[src/rtl/seq_check_sched_if.sv]
// seq_check_sched_if
//   Bundles the requester-side and result-side signals of seq_check_sched.
//   master : requester/collector side (drives req, sym_valid, sym, last)
//   slave  : scheduler side (drives gnt, sym_ready, done, match,
//            timed_out, done_id)
//   Requester k places its symbol in sym[k*I_WIDTH +: I_WIDTH].
interface seq_check_sched_if #(
  parameter int N_REQ    = 4,
  parameter int I_WIDTH  = 2,
  parameter int ID_WIDTH = 2
);
  logic [N_REQ-1:0]         req;
  logic [N_REQ-1:0]         sym_valid;
  logic [N_REQ*I_WIDTH-1:0] sym;
  logic [N_REQ-1:0]         last;
  logic [N_REQ-1:0]         gnt;
  logic                     sym_ready;
  logic                     done;
  logic                     match;
  logic                     timed_out;
  logic [ID_WIDTH-1:0]      done_id;

  modport master (
    output req, sym_valid, sym, last,
    input  gnt, sym_ready, done, match, timed_out, done_id
  );

  modport slave (
    input  req, sym_valid, sym, last,
    output gnt, sym_ready, done, match, timed_out, done_id
  );
endinterface

[src/rtl/seq_check_sched.sv]
// seq_check_sched
//   Round-robin scheduler sharing one two-symbol sequence checker among
//   N_REQ requesters. A granted requester streams symbols (valid/ready),
//   flags the final one with last, and receives a one-cycle done pulse
//   with the verdict (match), a timeout flag and its index (done_id).
//   match is set iff symbol 0 has bit0=1 and symbol 1 has bit1=1.
// Ports
//   clk  : rising-edge clock
//   rst  : asynchronous active-high reset
//   bus  : seq_check_sched_if.slave (req/sym_valid/sym/last in,
//          gnt/sym_ready/done/match/timed_out/done_id out)
// Configuration
//   SEQ_CHECK_SCHED_TIMEOUT_EN : when defined, a RUN session with TIMEOUT
//   consecutive cycles without an accepted symbol is force-ended with
//   timed_out=1. When undefined, RUN waits for last and timed_out is 0.
module seq_check_sched #(
  parameter int N_REQ    = 4,
  parameter int I_WIDTH  = 2,
  parameter int ID_WIDTH = 2,
  parameter int TIMEOUT  = 15
) (
  input  logic             clk,
  input  logic             rst,
  seq_check_sched_if.slave bus
);

  typedef enum logic [1:0] {IDLE, RUN, DONE} state_t;

  state_t              state, state_next;
  logic [N_REQ-1:0]    gnt_r;
  logic [ID_WIDTH-1:0] g, ptr;
  logic [ID_WIDTH-1:0] pick, pick_hi, pick_lo;
  logic                hi_vld, lo_vld, pick_vld;
  logic                sel_valid, sel_last;
  logic [1:0]          x;
  logic                acc, fire_to;
  logic [2:0]          s, s_upd;
  logic                hit, hit_upd;
  logic                match_r, to_r;
  logic [ID_WIDTH-1:0] id_r;

  // Round-robin pick: lowest requester at or above ptr, else lowest overall.
  always_comb begin
    pick_hi = '0;
    pick_lo = '0;
    hi_vld  = 1'b0;
    lo_vld  = 1'b0;
    for (int k = N_REQ - 1; k >= 0; k--) begin
      if (bus.req[k]) begin
        pick_lo = ID_WIDTH'(k);
        lo_vld  = 1'b1;
        if (k >= int'(ptr)) begin
          pick_hi = ID_WIDTH'(k);
          hi_vld  = 1'b1;
        end
      end
    end
    pick     = hi_vld ? pick_hi : pick_lo;
    pick_vld = lo_vld;
  end

  // Route the granted requester's inputs to the core; others are ignored.
  always_comb begin
    sel_valid = 1'b0;
    sel_last  = 1'b0;
    x         = '0;
    for (int k = 0; k < N_REQ; k++) begin
      if (g == ID_WIDTH'(k)) begin
        sel_valid = bus.sym_valid[k];
        sel_last  = bus.last[k];
        x         = bus.sym[k*I_WIDTH +: 2];
      end
    end
  end

  assign acc     = (state == RUN) && sel_valid;
  assign s_upd   = {s[1] & x[1], s[0] & x[0], 1'b0};
  assign hit_upd = hit | s_upd[2];

`ifdef SEQ_CHECK_SCHED_TIMEOUT_EN
  logic [7:0] idle_cnt, idle_inc;

  assign idle_inc = idle_cnt + 8'd1;
  // An accept in the same cycle always wins over the timeout.
  assign fire_to  = (state == RUN) && !acc && (idle_inc == 8'(TIMEOUT));

  always_ff @(posedge clk or posedge rst) begin
    if (rst) begin
      idle_cnt <= '0;
    end else if (state == IDLE) begin
      idle_cnt <= '0;
    end else if (state == RUN) begin
      idle_cnt <= acc ? 8'd0 : idle_inc;
    end
  end
`else
  logic unused_timeout;

  assign fire_to        = 1'b0;
  assign unused_timeout = (TIMEOUT != 0);
`endif

  always_ff @(posedge clk or posedge rst) begin
    if (rst) state <= IDLE;
    else     state <= state_next;
  end

  always_comb begin
    state_next    = state;
    bus.sym_ready = 1'b0;
    bus.done      = 1'b0;
    unique case (state)
      IDLE: if (pick_vld) state_next = RUN;
      RUN: begin
        bus.sym_ready = 1'b1;
        if ((acc && sel_last) || fire_to) state_next = DONE;
      end
      DONE: begin
        bus.done   = 1'b1;
        state_next = IDLE;
      end
      default: state_next = IDLE;
    endcase
  end

  always_ff @(posedge clk or posedge rst) begin
    if (rst) begin
      gnt_r   <= '0;
      g       <= '0;
      ptr     <= '0;
      s       <= 3'b001;
      hit     <= 1'b0;
      match_r <= 1'b0;
      to_r    <= 1'b0;
      id_r    <= '0;
    end else begin
      unique case (state)
        IDLE: begin
          if (pick_vld) begin
            gnt_r <= N_REQ'(1) << pick;
            g     <= pick;
            s     <= 3'b001;
            hit   <= 1'b0;
          end
        end
        RUN: begin
          if (acc) begin
            s   <= s_upd;
            hit <= hit_upd;
          end
          // Verdict is captured on exit so it includes the final symbol.
          if (state_next == DONE) begin
            gnt_r   <= '0;
            match_r <= acc ? hit_upd : hit;
            to_r    <= fire_to;
            id_r    <= g;
          end
        end
        DONE: ptr <= (g == ID_WIDTH'(N_REQ - 1)) ? '0 : g + 1'b1;
        default: ;
      endcase
    end
  end

  assign bus.gnt       = gnt_r;
  assign bus.match     = match_r;
  assign bus.timed_out = to_r;
  assign bus.done_id   = id_r;

endmodule

[src/flat_wrapper.sv]
// flat-port wrapper written by rule: the top's interface ports become plain ports
module seq_check_sched_flat 
#(
  parameter int N_REQ    = 4,
  parameter int I_WIDTH  = 2,
  parameter int ID_WIDTH = 2,
  parameter int TIMEOUT  = 15
)
  (clk, rst, bus_req, bus_sym_valid, bus_sym, bus_last, bus_gnt, bus_sym_ready, bus_done, bus_match, bus_timed_out, bus_done_id);
  seq_check_sched_if #(.N_REQ(N_REQ), .I_WIDTH(I_WIDTH), .ID_WIDTH(ID_WIDTH)) bus_i ();
  input  logic clk;
  input  logic rst;
  input wire logic [$bits(bus_i.req)-1:0] bus_req;
  input wire logic [$bits(bus_i.sym_valid)-1:0] bus_sym_valid;
  input wire logic [$bits(bus_i.sym)-1:0] bus_sym;
  input wire logic [$bits(bus_i.last)-1:0] bus_last;
  output wire logic [$bits(bus_i.gnt)-1:0] bus_gnt;
  output wire logic [$bits(bus_i.sym_ready)-1:0] bus_sym_ready;
  output wire logic [$bits(bus_i.done)-1:0] bus_done;
  output wire logic [$bits(bus_i.match)-1:0] bus_match;
  output wire logic [$bits(bus_i.timed_out)-1:0] bus_timed_out;
  output wire logic [$bits(bus_i.done_id)-1:0] bus_done_id;
  assign bus_i.req = bus_req;
  assign bus_i.sym_valid = bus_sym_valid;
  assign bus_i.sym = bus_sym;
  assign bus_i.last = bus_last;
  assign bus_gnt = bus_i.gnt;
  assign bus_sym_ready = bus_i.sym_ready;
  assign bus_done = bus_i.done;
  assign bus_match = bus_i.match;
  assign bus_timed_out = bus_i.timed_out;
  assign bus_done_id = bus_i.done_id;
  seq_check_sched #(.N_REQ(N_REQ), .I_WIDTH(I_WIDTH), .ID_WIDTH(ID_WIDTH), .TIMEOUT(TIMEOUT)) u_core (.clk(clk), .rst(rst), .bus(bus_i));
endmodule
[config.mk]
export PLATFORM = sky130hd
export DESIGN_NAME = seq_check_sched_flat
export DESIGN_NICKNAME = d
export VERILOG_FILES = /design/src/rtl/seq_check_sched_if.sv /design/src/rtl/seq_check_sched.sv /design/src/flat_wrapper.sv
export SDC_FILE = /design/constraint.sdc
export NUM_CORES = 1
export LEC_CHECK = 0
export CAP_MARGIN = 25
export CORE_MARGIN = 10
export CORE_UTILIZATION = 41
export CTS_CLUSTER_DIAMETER = 100
export CTS_CLUSTER_SIZE = 20
export DETAILED_ROUTE_END_ITERATION = 8
export HOLD_SLACK_MARGIN = 0.1
export PLACE_DENSITY_LB_ADDON = 0.1
export SLEW_MARGIN = 10
export SYNTH_ARGS = -nofsm -noshare
export SYNTH_HDL_FRONTEND = slang
export SYNTH_SLANG_ARGS = --single-unit
[constraint.sdc]
create_clock -name clk -period 2 [get_ports clk]
set_input_delay 0.4 -clock clk [delete_from_list [all_inputs] [get_ports clk]]
set_output_delay 0.4 -clock clk [all_outputs]
set_load 0.005 [all_outputs]
==> impl_metrics.toml <==
[timing]
hold_viol = 0
min_period_ps = 2000
rsz0062_at_grt = "yes"
setup_ws_ps = -0.203
relSlewSlack_pct = 60.6
slew_violations = 0
period_share_pct = 100
setup_viol = 1
worst_pin_slew_ps = 591
finalSetupTns_ps = -0.203
finClkSkew_ps = 8.32
fmax_mhz = 500

[logic_synthesis]
synth_fa_ha_area_share_pct = 4.94
ys_top_cells_by_area = "dfrtp_1 (37%), ha_1 (4.9%), inv_1 (4.1%), o31ai_1 (3.7%), o311ai_0 (3.5%)"
synth_xor_area_share_pct = 0
synth_top_family_by_area = "compound AO/OA/AOI/OAI gates"
yosysSeqAreaShare_pct = 39.7
synth_mux_area_share_pct = 5.56
synth_area_um2 = 1010
synth-seq-cells = 16
synthSimpleGateAreaFrac_pct = 15.3
synth_flop_cell = "dfrtp_1"
synth_enable_flop_cells = 0
netlist_instances = 100
synth.avg_cell_area_um2 = 10.1
syn_nets = 126
yosys_warnings = 0
synth_top_area_share_pct = 37.1
synth-compound-area-share_pct = 27.9
async_flop_share_pct = 100
ys_types = 37
synth_top_area_cell = "dfrtp_1"

[clocking]
cts_root_buf = "clkbuf_4"
clkSlewWorstSetupHoldPaths_ps = 100
htree_num_levels = 1
clock_path_buffers = 2
cts_buffers = 3
insertion_delay_ps = 290
cts_tree = "built"
ctsHoldBuffers = 0
cts_sinks = 16

[critical_path]
endpoint_kind = "flop"
crit_required_ps = 2180
worstPathArrival_ps = 2180
path_class = "flop to flop"
cp-start-kind = "flop"
cp_max_fo = 7

[drt]
drc_errors = 0
num_vias = 958
final_antenna_net_count = 0
wl_um = 2850
drt_iter0_markers = 61
wl_per_cell_um = 15.6
dr.pass1.iters = 4
avgViaCountPerCell = 5.26

[placement]
hpwl_um = 2300
dp.cells = 170
io_buffers = 30
gp_congestion = 0.779

[global_route]
gr-total-overflow = 0
first_global_vias = 994
grt_max_degree = 17
grtUsageTotal_pct = 11.1
antenna_found_initial = 0
grt_first_pass_wirelength_um = 4510

[power]
p_switching_w = 0.000915
p_sw_share_pct = 38.1
vdd_drop_max_mv = 1.01
powerDensity_nw_per_um2 = 1490
p_int_w = 0.00148
p_leak_nw = 0.697
seqPwrFrac_pct = 23.9
clkPwrFrac_pct = 9.0
comb_power_share_pct = 67.1

[die]
start_util_pct = 44.5
core_um2 = 2280
die_y_um = 69.7
fp-row-count = 17
dieArea_um2 = 4860
io_pins = 32
die_x_um = 69.7

[flow_run]
maxCapViolCount = 0

[finish]
areaGrowthSynthToFinish_pct = 59.0
drive_gt1_share_pct = 30.5
fin_cells = 182
final_util_pct = 70.7
diodes = 0
nets = 181

[run_status]
violations = "negative setup slack"
status = "finished with violations"

[worst_hold_path]
hold_class = "input pin to asynchronous set/reset pin"
-- logic make-up after synthesis --
group / Yosys count
simple gates: 26
flops: 16
mux: 5
other cells: 1
compound gates: 33
buf+inv: 15
fa+ha+maj: 4
-- cell type report --
class,count,area (um^2)
fillers,173,667
repair buffers,54,488
flip-flops and latches,16,402
multi-input cells,69,607
inverters,11,41.3
well taps,28,35.0
clock buffers,4,36.3
-- worst paths after layout --
path                        startpoint               endpoint  slack, ps  cells past startpoint
setup / recovery           u_core.g[0]  u_core.bus.done_id[0]       -0.2                      6
hold / removal                     rst  u_core.bus.done_id[1]        460                      2
setup reg to reg           u_core.g[0]  u_core.bus.done_id[0]       -0.2                      6
hold reg to reg            u_core.s[0]            u_core.s[0]        490                      2
max in group asynchronous          rst  u_core.bus.done_id[0]       1150                      2
min in group clk           u_core.s[0]            u_core.s[0]        490                      2
-- sequential cells by signal, indices dropped and copies added, names as in the netlist --
register and flops:
u_core.s 2, u_core.bus.gnt 4, u_core.bus.match 1, u_core.bus.done_id 2
u_core.g 2, u_core.hit 1, u_core.state 2, u_core.ptr 2
-- synth_stat cells, drive strengths merged, types with 2 or more instances --
cell type and n:
dfrtp 15, inv 11, nand2 8, a21oi 6, mux2 5, o311ai 5, o31ai 5, ha 4
nand2b 4, o21ai 4, nand3b 3, nor2 3, a211o 2, a211oi 2, a221o 2, buf 2
clkbuf 2, nor2b 2, nor3b 2
-- power groups by stage --
stage / Clock [W] / Sequential, W / Combinational [W]
2_1_floorplan: 0 / 0.000556 / 0.000739
3_3_place_gp: 0 / 0.000569 / 0.00127
3_5_place_dp: 0 / 0.000574 / 0.00130
4_1_cts: 0.000225 / 0.000568 / 0.00132
5_1_grt: 0.000241 / 0.000593 / 0.00176
6_report: 0.000216 / 0.000575 / 0.00161
-- through the flow --
stage,hold slack (ps),total power [W],setup WS [ps],cell area (um^2)
2_1_floorplan,313,0.00129,52.3,1010
4_1_cts,486,0.00211,3.03,1490
3_5_place_dp,474,0.00188,-40.3,1450
6_report,460,0.00240,-0.203,1610
5_1_grt,497,0.00260,-81.6,1610
3_3_place_gp,469,0.00184,7.82,1450
-- critical path: stages, from the launching register on --
cell and delay [ps]:
dfrtp_1 420, buf_4 150, ha_4 170, nand3b_1 180
a211o_4 380, nor3_4 260, mux2_4 330
-- metal layers --
| layer | track usage [%] | up-vias | share of wire, % | wire length, um |
|---|---|---|---|---|
| met5 | 0 | - | 0 | 0 |
| met4 | 3.26 | 0 | 1.2 | 33 |
| met3 | 4.56 | 4 | 6.1 | 174 |
| met2 | 19.3 | 24 | 51 | 1470 |
| met1 | 11.9 | 450 | 41 | 1170 |
| li1 | - | 480 | - | - |
-- placed cells by master (no fill, tap or decap), types with 4 or more instances in the layout --
master,n
clkdlybuf4s50_1,30
dfrtp_1,15
o31ai_1,5
inv_1,9
a21oi_1,6
nand2_1,8
buf_4,22
nand2b_1,4
-- timing repair --
action	4_1_cts	5_1_grt
cloned	0	1
setup buffers	0	7
resized for setup	1	21
setup endpoints to repair	1	10
pin swaps	0	9
hold endpoints to repair	0	0
Note: power is estimated with default switching activity, not from simulation.
